==> config.mk <==
export PLATFORM = sky130hd
export DESIGN_NAME = rms_accum
export DESIGN_NICKNAME = d
export VERILOG_FILES = /design/src/rtl/fixed_pt_pkg.sv /design/src/rtl/sq_mac.sv /design/src/rtl/rms_accum.sv
export SDC_FILE = /design/constraint.sdc
export NUM_CORES = 2
export LEC_CHECK = 0
export CAP_MARGIN = 20
export CORE_MARGIN = 3
export CORE_UTILIZATION = 55
export DETAILED_ROUTE_END_ITERATION = 6
export PLACE_DENSITY = 0.82
export SYNTH_ARGS = -nofsm -noshare
export SYNTH_HDL_FRONTEND = slang
export SYNTH_SLANG_ARGS = --single-unit
==> constraint.sdc <==
create_clock -name clk -period 14.8 [get_ports clk]
set_input_delay 2.96 -clock clk [delete_from_list [all_inputs] [get_ports clk]]
set_output_delay 2.96 -clock clk [all_outputs]
set_load 0.03 [all_outputs]
==> src/rtl/fixed_pt_pkg.sv <==
// Shared fixed-point definitions for the RMS front-end: default word format,
// the saturation limit and the controller state encoding.
package fixed_pt_pkg;

  localparam int N_DEF = 22;
  localparam int Q_DEF = 10;

  typedef logic signed [N_DEF-1:0] q_word_t;

  localparam q_word_t MAX_POS = q_word_t'((2 ** (N_DEF - 1)) - 1);

  typedef enum logic [2:0] {
    ST_IDLE      = 3'd0,
    ST_ACCUM     = 3'd1,
    ST_DRAIN     = 3'd2,
    ST_MEAN      = 3'd3,
    ST_SQRT_REQ  = 3'd4,
    ST_SQRT_WAIT = 3'd5,
    ST_DONE      = 3'd6
  } rms_state_t;

endpackage

==> src/rtl/sq_mac.sv <==
// Square-and-accumulate datapath: registers x*x on each enabled cycle and
// adds that registered product into an unsigned accumulator one cycle later.
module sq_mac #(
  parameter int N     = 22,
  parameter int ACC_W = 2 * N + 6
) (
  input  logic             clk,
  input  logic             rst,
  input  logic             clr,
  input  logic             en,
  input  logic [N-1:0]     data,
  output logic [ACC_W-1:0] acc
);

  logic signed [2*N-1:0] data_ext;
  logic signed [2*N-1:0] sq;
  logic        [2*N-1:0] prod;
  logic                  prod_vld;

  // Sign-extend first so the square is formed at full 2N-bit precision.
  assign data_ext = {{N{data[N-1]}}, data};
  assign sq       = data_ext * data_ext;

  // Product register and accumulator; clear wins over enable.
  always_ff @(posedge clk) begin
    if (rst || clr) begin
      prod     <= '0;
      prod_vld <= 1'b0;
      acc      <= '0;
    end else begin
      prod_vld <= en;
      if (en) begin
        prod <= sq;
      end else begin
        prod <= prod;
      end
      if (prod_vld) begin
        acc <= acc + ACC_W'(prod);
      end else begin
        acc <= acc;
      end
    end
  end

endmodule

==> src/rtl/rms_accum.sv <==
// RMS front-end: accumulates x^2 over LEN samples, forms the saturated mean
// square and drives the sqrt unit. Define RMS_ROUND_NEAREST_EN for round-half-up mean.
module rms_accum
  import fixed_pt_pkg::*;
#(
  parameter int N   = N_DEF,
  parameter int Q   = Q_DEF,
  parameter int LEN = 64
) (
  input  logic         clk,
  input  logic         rst_n,
  input  logic         start,
  output logic         busy,
  input  logic         in_valid,
  output logic         in_ready,
  input  logic [N-1:0] in_data_q,
  output logic         sqrt_start,
  output logic [N-1:0] sqrt_rad_q,
  input  logic         sqrt_busy,
  input  logic         sqrt_done,
  input  logic         sqrt_neg_rad,
  input  logic [N-1:0] sqrt_root_q,
  output logic         done,
  output logic         overflow,
  output logic [N-1:0] mean_sq_q,
  output logic [N-1:0] rms_q
);

  localparam int LEN_W  = $clog2(LEN);
  localparam int ACC_W  = 2 * N + LEN_W;
  localparam int MEAN_W = ACC_W + 1;
  localparam int SH     = Q + LEN_W;
  localparam logic [N-1:0] MAX_Q = {1'b0, {(N-1){1'b1}}};

  rms_state_t        state;
  logic [LEN_W-1:0]  cnt;
  logic [ACC_W-1:0]  acc;
  logic [MEAN_W-1:0] mean_full;
  logic [N-1:0]      mean_sat;
  logic              mean_ovf;
  logic              hs;
  logic              last_hs;

  assign hs      = in_valid && in_ready;
  assign last_hs = hs && (cnt == LEN_W'(LEN - 1));

  sq_mac #(
    .N     (N),
    .ACC_W (ACC_W)
  ) u_mac (
    .clk  (clk),
    .rst  (rst_n),
    .clr  (state == ST_IDLE),
    .en   (hs),
    .data (in_data_q),
    .acc  (acc)
  );

  // The start pulse follows sqrt_busy directly so it lands in the cycle the unit frees up.
  assign sqrt_start = (state == ST_SQRT_REQ) && !sqrt_busy && !rst_n;

  // Mean square: divide by LEN and drop the doubled fraction bits, then saturate.
  always_comb begin
    mean_full = '0;
`ifdef RMS_ROUND_NEAREST_EN
    mean_full = ({1'b0, acc} + (MEAN_W'(1) << (SH - 1))) >> SH;
`else
    mean_full = {1'b0, acc} >> SH;
`endif
    if (mean_full > MEAN_W'(MAX_Q)) begin
      mean_sat = MAX_Q;
      mean_ovf = 1'b1;
    end else begin
      mean_sat = mean_full[N-1:0];
      mean_ovf = 1'b0;
    end
  end

  // Control FSM and all registered outputs.
  always_ff @(posedge clk) begin
    if (rst_n) begin
      state      <= ST_IDLE;
      cnt        <= '0;
      busy       <= 1'b0;
      in_ready   <= 1'b0;
      done       <= 1'b0;
      overflow   <= 1'b0;
      mean_sq_q  <= '0;
      rms_q      <= '0;
      sqrt_rad_q <= '0;
    end else begin
      done <= 1'b0;
      case (state)
        ST_IDLE: begin
          cnt <= '0;
          if (start) begin
            state     <= ST_ACCUM;
            busy      <= 1'b1;
            in_ready  <= 1'b1;
            overflow  <= 1'b0;
            mean_sq_q <= '0;
            rms_q     <= '0;
          end
        end
        ST_ACCUM: begin
          if (hs) begin
            cnt <= cnt + LEN_W'(1);
          end
          if (last_hs) begin
            in_ready <= 1'b0;
            state    <= ST_DRAIN;
          end
        end
        ST_DRAIN: begin
          state <= ST_MEAN;
        end
        ST_MEAN: begin
          mean_sq_q  <= mean_sat;
          sqrt_rad_q <= mean_sat;
          overflow   <= mean_ovf;
          state      <= ST_SQRT_REQ;
        end
        ST_SQRT_REQ: begin
          if (!sqrt_busy) begin
            state <= ST_SQRT_WAIT;
          end
        end
        ST_SQRT_WAIT: begin
          if (sqrt_done) begin
            if (sqrt_neg_rad) begin
              rms_q    <= '0;
              overflow <= 1'b1;
            end else begin
              rms_q <= sqrt_root_q;
            end
            done  <= 1'b1;
            state <= ST_DONE;
          end
        end
        ST_DONE: begin
          busy  <= 1'b0;
          state <= ST_IDLE;
        end
        default: begin
          busy     <= 1'b0;
          in_ready <= 1'b0;
          state    <= ST_IDLE;
        end
      endcase
    end
  end

endmodule

[Word-level counts from Yosys, hierarchy flattened]
Index checks and enable logic that the tools add are counted.
Storage, ports and cells
  bits in registers: 174
  bits in latches: 0
  memory bits (writable): 0
  ROM bits: 0
  input port bits: 51
  output and inout port bits: 71
  word-level logic and storage cells: 77
  memories: 0
Operators by class
  add/subtract/negate cells: 2
  multiply operators: 1
  divide/modulo/power cells: 0
  magnitude comparators: 1
  equality and inequality tests: 13
  shifts and indexed selects: 0
  mux-type cells: 23
  bitwise logic cells: 3
  reduce and logical (&&, ||, !) cells: 22
Operators with widths (number)
  22-bit two-way mux: 4
  22-bit one-hot mux with 2 select lines: 2
  50-bit by 44-bit adder with 50-bit output: 1
  22-bit by 22-bit multiplier with 44-bit output: 1
  34-bit by 21-bit greater-than comparator with 1-bit output, second input constant: 1
  3-bit one-hot mux with 6 select lines: 1
  3-bit two-way mux: 4
  2-bit inequality test, second input constant: 6
  6-bit one-hot mux with 2 select lines: 1
  5-bit OR reduction: 2
  3-bit equality test, second input constant: 3
  4-bit AND reduction: 2
  1-bit two-way mux: 7
  6-bit by 1-bit adder with 6-bit output, second input constant: 1
  3-bit by 2-bit equality test with 1-bit output, second input constant: 2
  6-bit equality test, second input constant: 1
  6-bit two-way mux: 1
  1-bit one-hot mux with 3 select lines: 2
  2-bit AND reduction: 3
  3-bit AND reduction: 2
  2-bit nonzero test: 3
  1-bit logical AND: 4
  3-bit by 1-bit equality test with 1-bit output, second input constant: 1
  3-bit zero test: 1
  other kinds (6): 9

[Longest topological paths before layout]
  word-level depth: 4
  depth in mapped cells: 29
  depth with buffers taken out: 27

[Modules after synthesis]
A second synthesis with hierarchy kept.
Unflattened totals
  cell total of the unflattened synthesis: 2778
  area total of the unflattened synthesis: 25155.4 µm²
Modules (own cells, without submodules)
  sq_mac: times used 1, cells an instance 2423, area each 22001.1 µm², sequential area each 1881.8 µm²
  rms_accum: times used 1, cells an instance 355, area each 3154.3 µm², sequential area each 1581.5 µm²

[Worst setup path after synthesis]
No wires, ideal clock.
  kind: in2reg
  start point: input in_data_q[21]
  end point: register u_mac.prod[43]
  library setup time: 0.117 ns
  arrival: 9.516 ns
  required time: 14.683 ns
  setup slack: 5.167 ns
  cell stages on the path: 24
  buffers on the path: 2
  path through: clkbuf_1 -> clkbuf_1 -> nand2_1 -> fa_1 -> inv_1 -> fa_1 -> inv_1 -> fa_1 -> fa_1 -> fa_1 -> fa_1 -> fa_1 -> inv_1 -> ha_1 -> a21o_1 -> a21o_1 -> a21o_1 -> a21oi_1 -> o21bai_1 -> a21oi_1 -> nor2_1 -> a311oi_2 -> xnor2_1 -> a22o_1
Between the ends
  cells in the longest elaborated chain, start to end: 1
Ends and longest elaborated chain
  start, declared: RTL line rms_accum.sv:16  | input logic [N-1:0] in_data_q,
  22-bit by 22-bit multiplier with 44-bit output: RTL line sq_mac.sv:22  | assign sq = data_ext * data_ext;
  end signal, assigned: RTL line sq_mac.sv:33  | prod <= sq;
  end signal, assigned: RTL line sq_mac.sv:35  | prod <= prod;
  end, declared: RTL line sq_mac.sv:17  | logic [2*N-1:0] prod;
No other way between the ends.
A chain may end at the register's enable or synchronous reset.

[Worst setup path in the final report]
  start point: input in_data_q[1]
  end point: register u_mac.prod[43]
Same word-level chain as after synthesis.

==> impl_metrics.ini <==
[yosys]
syn_area_per_cell_um2 = 8.922
async_flop_share = 0
synth_edf_count = 0
ys_warn_count = 0
synthFlopType = dfxtp_1
syn_inst = 2762
synth_area_leader_cell = fa_1
yosysSeqAreaShare = 0.1405
synthDistinctLibCells = 72
ys_ff_latch = 173
yosys.area.top_type_share = 0.3737
syn_area_um2 = 24640
ys_top_cells_by_area = fa_1, dfxtp_1, ha_1, inv_1, nand2_1
syn-num-nets = 3463

[finish]
final_common_cell = inv_1
multiInputGateArea_um2 = 18570
area_growth_pct = 9.586
seq_area_um2 = 3465
drive_gt1_frac = 0.03283
fin_util = 0.6187
fillers = 3570
final_net_count = 3521
diodes = 0
final_cell_mix = inv_1, fa_1, nand2_1, ha_1, dfxtp_1

[clock_tree]
cts_buffers = 17
htree_levels = 4
cts-root-buf = clkbuf_16
ctsResizeCount = 0
clkLatencyLatePin_ps = 440
clk_path_buf_depth = 2
cts_tree = built
post_cts_buffers = 0
holdBufCountCts = 0
cts.sinks = 173
clk_pin_slew_ps = 70

[timing]
fin_worst_skew_ps = 12.20
clock.fmax_mhz = 95.56
period_minus_slack_ps = 10460
hold_viol = 0
max_slew_margin = 0.2113
tightest_slew_ps = 1179
slew_viol_final = 0
fin_tns_setup_ps = 0
finalCritPeriodShare = 0.7070
setup_viol = 0
rsz0062_at_grt = no

[route]
vias_per_cell = 5.493
num_vias = 18780
totalWireLength_mm = 58.72
ant_nets = 0
route.detailed.drc = 0
wire_per_inst_um = 17.18
first_pass_iters = 6
dr.first_iter.drc_count = 1356

[die]
chipWidth_um = 217.7
core_area_um2 = 43650
die-area_um2 = 47380
pin_count = 122
initial_utilization = 0.5646
row_count = 76
die_h_um = 217.7

[worst_setup_path]
reg2reg_slack_ps = 11330
arrival_ps = 10790
timing.rr.start = u_mac.prod[0]
path_class = in -> reg
reg2reg_depth = 13
start_kind = input port
worst_setup_path_end_kind = register
cp.required_ps = 15130
r2r-end = u_mac.acc[44]
path_max_fanout = 25

[global_routing]
grt_max_degree = 79
grt_overflow_total = 0
grt_use_total = 0.2524
grt_pass1_wl_mm = 97.44
grt_antenna_before_repair = 0
grt_pass1_vias = 20130

[status]
status = finished clean

[place]
gp_congestion = 0.9714
io_buffers = 121
dp_hpwl_mm = 46.54

[hold_path]
min_delay_path_depth = 2
min_from = rms_q[20]
worstHoldEndpoint = rms_q[20]
hold_class = reg -> reg

[flow_run]
cap_violations = 0
==> metrics by stage <==
stage | std cells | hold slack, ps | area (um^2) | setup slack, ps
2_1_floorplan | 2762 | 435.6 | 24640 | 5167
3_3_place_gp | 3383 | 439.4 | 26360 | 4080
3_5_place_dp | 3383 | 442.8 | 26360 | 3966
4_1_cts | 3415 | 452.9 | 26960 | 4409
5_1_grt | 3418 | 472.5 | 27010 | 3954
6_report | 3418 | 454.3 | 27010 | 4336
==> logic make-up (layout without fill, tap and decap cells) <==
logic type / Yosys count / count (layout) / synth area share
simple gates: 721 / 721 / 0.1309
buf+inv: 695 / 766 / 0.1063
fa+ha+maj: 650 / 650 / 0.4701
compound gates: 386 / 386 / 0.1014
flops: 173 / 173 / 0.1405
xor+xnor: 98 / 98 / 0.03483
mux: 39 / 39 / 0.01589
==> worst max-delay path, stage by stage <==
cell and delay [ps]:
clkdlybuf4s50_1 1250, nand2_1 320, inv_1 160, fa_1 430
fa_1 580, inv_1 230, fa_1 590, inv_1 50
fa_1 500, inv_1 60, fa_1 490, fa_1 410
fa_1 510, inv_1 40, ha_1 340, a21o_1 210
a21o_1 170, a21oi_1 170, nor2_1 60, a21oi_1 110
o311ai_1 140, a21oi_2 280, o21ai_2 130, a311oi_2 320
xnor2_1 100, a22o_1 180
==> Yosys cell counts (9+ instances only) <==
library cell  number
inv_1            584
fa_1             460
nand2_1          372
ha_1             190
dfxtp_1          173
a21oi_1          139
nor2_1           115
clkbuf_1         102
and2_1            77
xnor2_1           66
a31oi_1           60
nand3_1           53
a21o_1            45
mux2i_1           38
o21ai_0           36
xor2_1            32
nor2b_1           19
nand2b_1          17
nor3_1            17
a211oi_1          16
o21bai_1          15
o21ai_1           12
o21a_1            11
and3_1             9
nor4_1             9
==> sequential cells by signal, indices dropped and copies added (netlist names) <==
name / cells
done: 1
sqrt_rad_q: 22
overflow: 1
state: 3
mean_sq_q: 22
busy: 1
rms_q: 22
cnt: 6
in_ready: 1
u_mac.acc: 50
u_mac.prod_vld: 1
u_mac.prod: 43
==> routing by layer <==
metal / GRT usage / share of wire
met5: 0 / 0
met4: 0.07937 / 0.029
met3: 0.04194 / 0.072
met2: 0.4322 / 0.48
met1: 0.3301 / 0.41
==> worst max-delay path by stage <==
stage,startpoint,to,slack [ps],depth (start not counted)
after floorplan,in_data_q[21],u_mac.prod[43],5170,24
after global placement,in_data_q[1],u_mac.prod[43],4080,26
after detailed placement,in_data_q[1],u_mac.prod[43],3970,26
after CTS,in_data_q[1],u_mac.prod[43],4410,26
after global routing,in_data_q[1],u_mac.prod[42],3950,24
final,in_data_q[1],u_mac.prod[43],4340,26
==> cell type report <==
type,count,share of cell area
Multi-Input combinational cell,1894,0.6878
Inverter,584,0.08117
Clock buffer,17,0.01575
Tap cell,585,0.02710
Clock inverter,15,0.006162
Timing Repair Buffer,150,0.05374
Sequential cell,173,0.1283
Power is left out: the tool's default activity adds up to more than one toggle a clock period on the data nets, which glitch-free logic cannot reach.
==> edit: new RTL, same settings <==
Encoding of `rms_state_t`: now one-hot (7 bits for 7 states).
--- a/src/rtl/fixed_pt_pkg.sv
+++ b/src/rtl/fixed_pt_pkg.sv
@@ -11,10 +11,10 @@
 
-  typedef enum logic [2:0] {
-    ST_IDLE      = 3'd0,
-    ST_ACCUM     = 3'd1,
-    ST_DRAIN     = 3'd2,
-    ST_MEAN      = 3'd3,
-    ST_SQRT_REQ  = 3'd4,
-    ST_SQRT_WAIT = 3'd5,
-    ST_DONE      = 3'd6
+  typedef enum logic [6:0] {
+    ST_IDLE      = 7'b0000001,
+    ST_ACCUM     = 7'b0000010,
+    ST_DRAIN     = 7'b0000100,
+    ST_MEAN      = 7'b0001000,
+    ST_SQRT_REQ  = 7'b0010000,
+    ST_SQRT_WAIT = 7'b0100000,
+    ST_DONE      = 7'b1000000
   } rms_state_t;
Check against the original RTL: same outputs for any inputs over 10 cycles, from zero or initial values and one cycle with rst_n high; not proved beyond that.
==> edit against the original RTL <==
  * Sequential share of layout area is 0.22 points higher
  * Area after synthesis increased by 0.52%
  * Final area up 0.57%
  * Synthesized cell count is 0.33% higher
  * Routed wire length is 0.62% lower
  * Final cell count is 0.53% higher
  * Setup slack lost 0.40 ns
  * First-iteration DRC count is 20% lower
  * Sequential cell count is 4 higher
  * Largest cell class unchanged
Power is left out: the tool's default activity adds up to more than one toggle a clock period on the data nets, which glitch-free logic cannot reach.
==> edit: results (changes against the original RTL) <==
holdWs_ns: 0.452  # -0.00228 ns
place_area_um2: 26500  # +0.65%
vias: 18900  # +0.43%
fin_skew_ns: 0.0106  # -0.00157 ns
grt_pass1_wl_um: 98800  # +1.3%
gp_congestion: 0.937  # -3.6%
reg2reg_slack_ns: 11.08  # -0.25 ns
grt_pass1_vias: 20300  # +0.76%
post_drt_wl_per_cell_um: 17.0  # -1.1%
status: "complete, no violations"
clk_latency_ns: 0.44  # about the same
grt_usage_pct: 25.3  # +0.071 points
grt_max_degree: 88  # +11%
drt-pass1-iter-count: 5  # -1
r2r_cells: 11  # -2
drt_iter0_markers: 1082  # -20%
r2r_start: "u_mac.acc[2]$_SDFFE_PP0P_"
syn_nets: 3472  # +0.26%
r2r_end: "u_mac.acc[45]$_SDFFE_PP0P_"
synthTopCellsByCount: "inv_1 (576), fa_1 (460), nand2_1 (311)"
synthTopCellsByArea: "fa_1 (37%), dfxtp_1 (14%), ha_1 (9.6%), inv_1 (8.7%), nand2_1 (4.7%)"
layout-drive-gt1-share_pct: 3.13  # -0.15 points
clockRootBuffer: "clkbuf_16"
worstPathArrival_ns: 11.19  # +0.40 ns
critPathMaxStageDelay_ns: 1.19  # -0.06 ns
dp_hpwl_um: 46900  # +0.67%
holdPathEnd: "rms_q[10]$_SDFFE_PP0P_"
hp-start: "rms_q[10]$_SDFFE_PP0P_"
yosysSeqAreaShare_pct: 14.3  # +0.25 points
-- edit: cell types whose count changed in the layout (fill, tap and decap cells not counted), sizes merged, moves of 6 or more --
cell,before,now
o21ai,49,59
nand4,8,17
a211oi,19,12
a21oi,142,200
nand2,372,311
xnor2,66,51
nor3b,3,10
a31oi,61,14
inv,592,582
mux2i,38,32
nor2,115,122
nor2b,19,25
o31ai,1,9
nand3,53,68
-- edit: logic make-up after synthesis --
kind of cell | synth area share [%]
xor gates and xnor gates | 3.08
DFF | 14.3
adders and majority gates | 46.8
AOI/OAI and AO/OA | 10.4
muxes | 1.34
buffers and inverters | 10.4
and+or+nand+nor | 13.8
-- edit: how the worst max path moves through the flow --
stage	from	end	depth (start not counted)
after floorplan	in_data_q[21]	u_mac.prod[40]$_SDFFE_PP0P_	26
after global placement	in_data_q[1]	u_mac.prod[40]$_SDFFE_PP0P_	25
after detailed placement	in_data_q[1]	u_mac.prod[40]$_SDFFE_PP0P_	25
after CTS	in_data_q[1]	u_mac.prod[40]$_SDFFE_PP0P_	25
after global routing	in_data_q[1]	u_mac.prod[40]$_SDFFE_PP0P_	25
final	in_data_q[1]	u_mac.prod[40]$_SDFFE_PP0P_	25
-- edit: routing by layer --
layer	routed length (µm)	global-route usage [%]
met1	24600	32.5
met2	28500	44.3
met3	3830	3.99
met4	1350	7.57
met5	0	0
-- edit: layout make-up --
class                      instances  area [µm²]
tap                              592         741
clock buffer                      19         433
inverter                         577        2170
sequential                       177        3540
clock inverter                    13         175
fill                            3613       17200
timing repair buffer             149        1420
multi-input combinational       1909       18700
-- edit: metrics by stage --
step	std cells	utilization, %	setup slack, ns
after CTS	3435	61.2	3.99
after global placement	3402	59.9	3.75
after detailed placement	3403	59.9	3.52
after floorplan	2771	-	4.94
final	3436	61.3	3.94
after global routing	3436	61.3	3.48
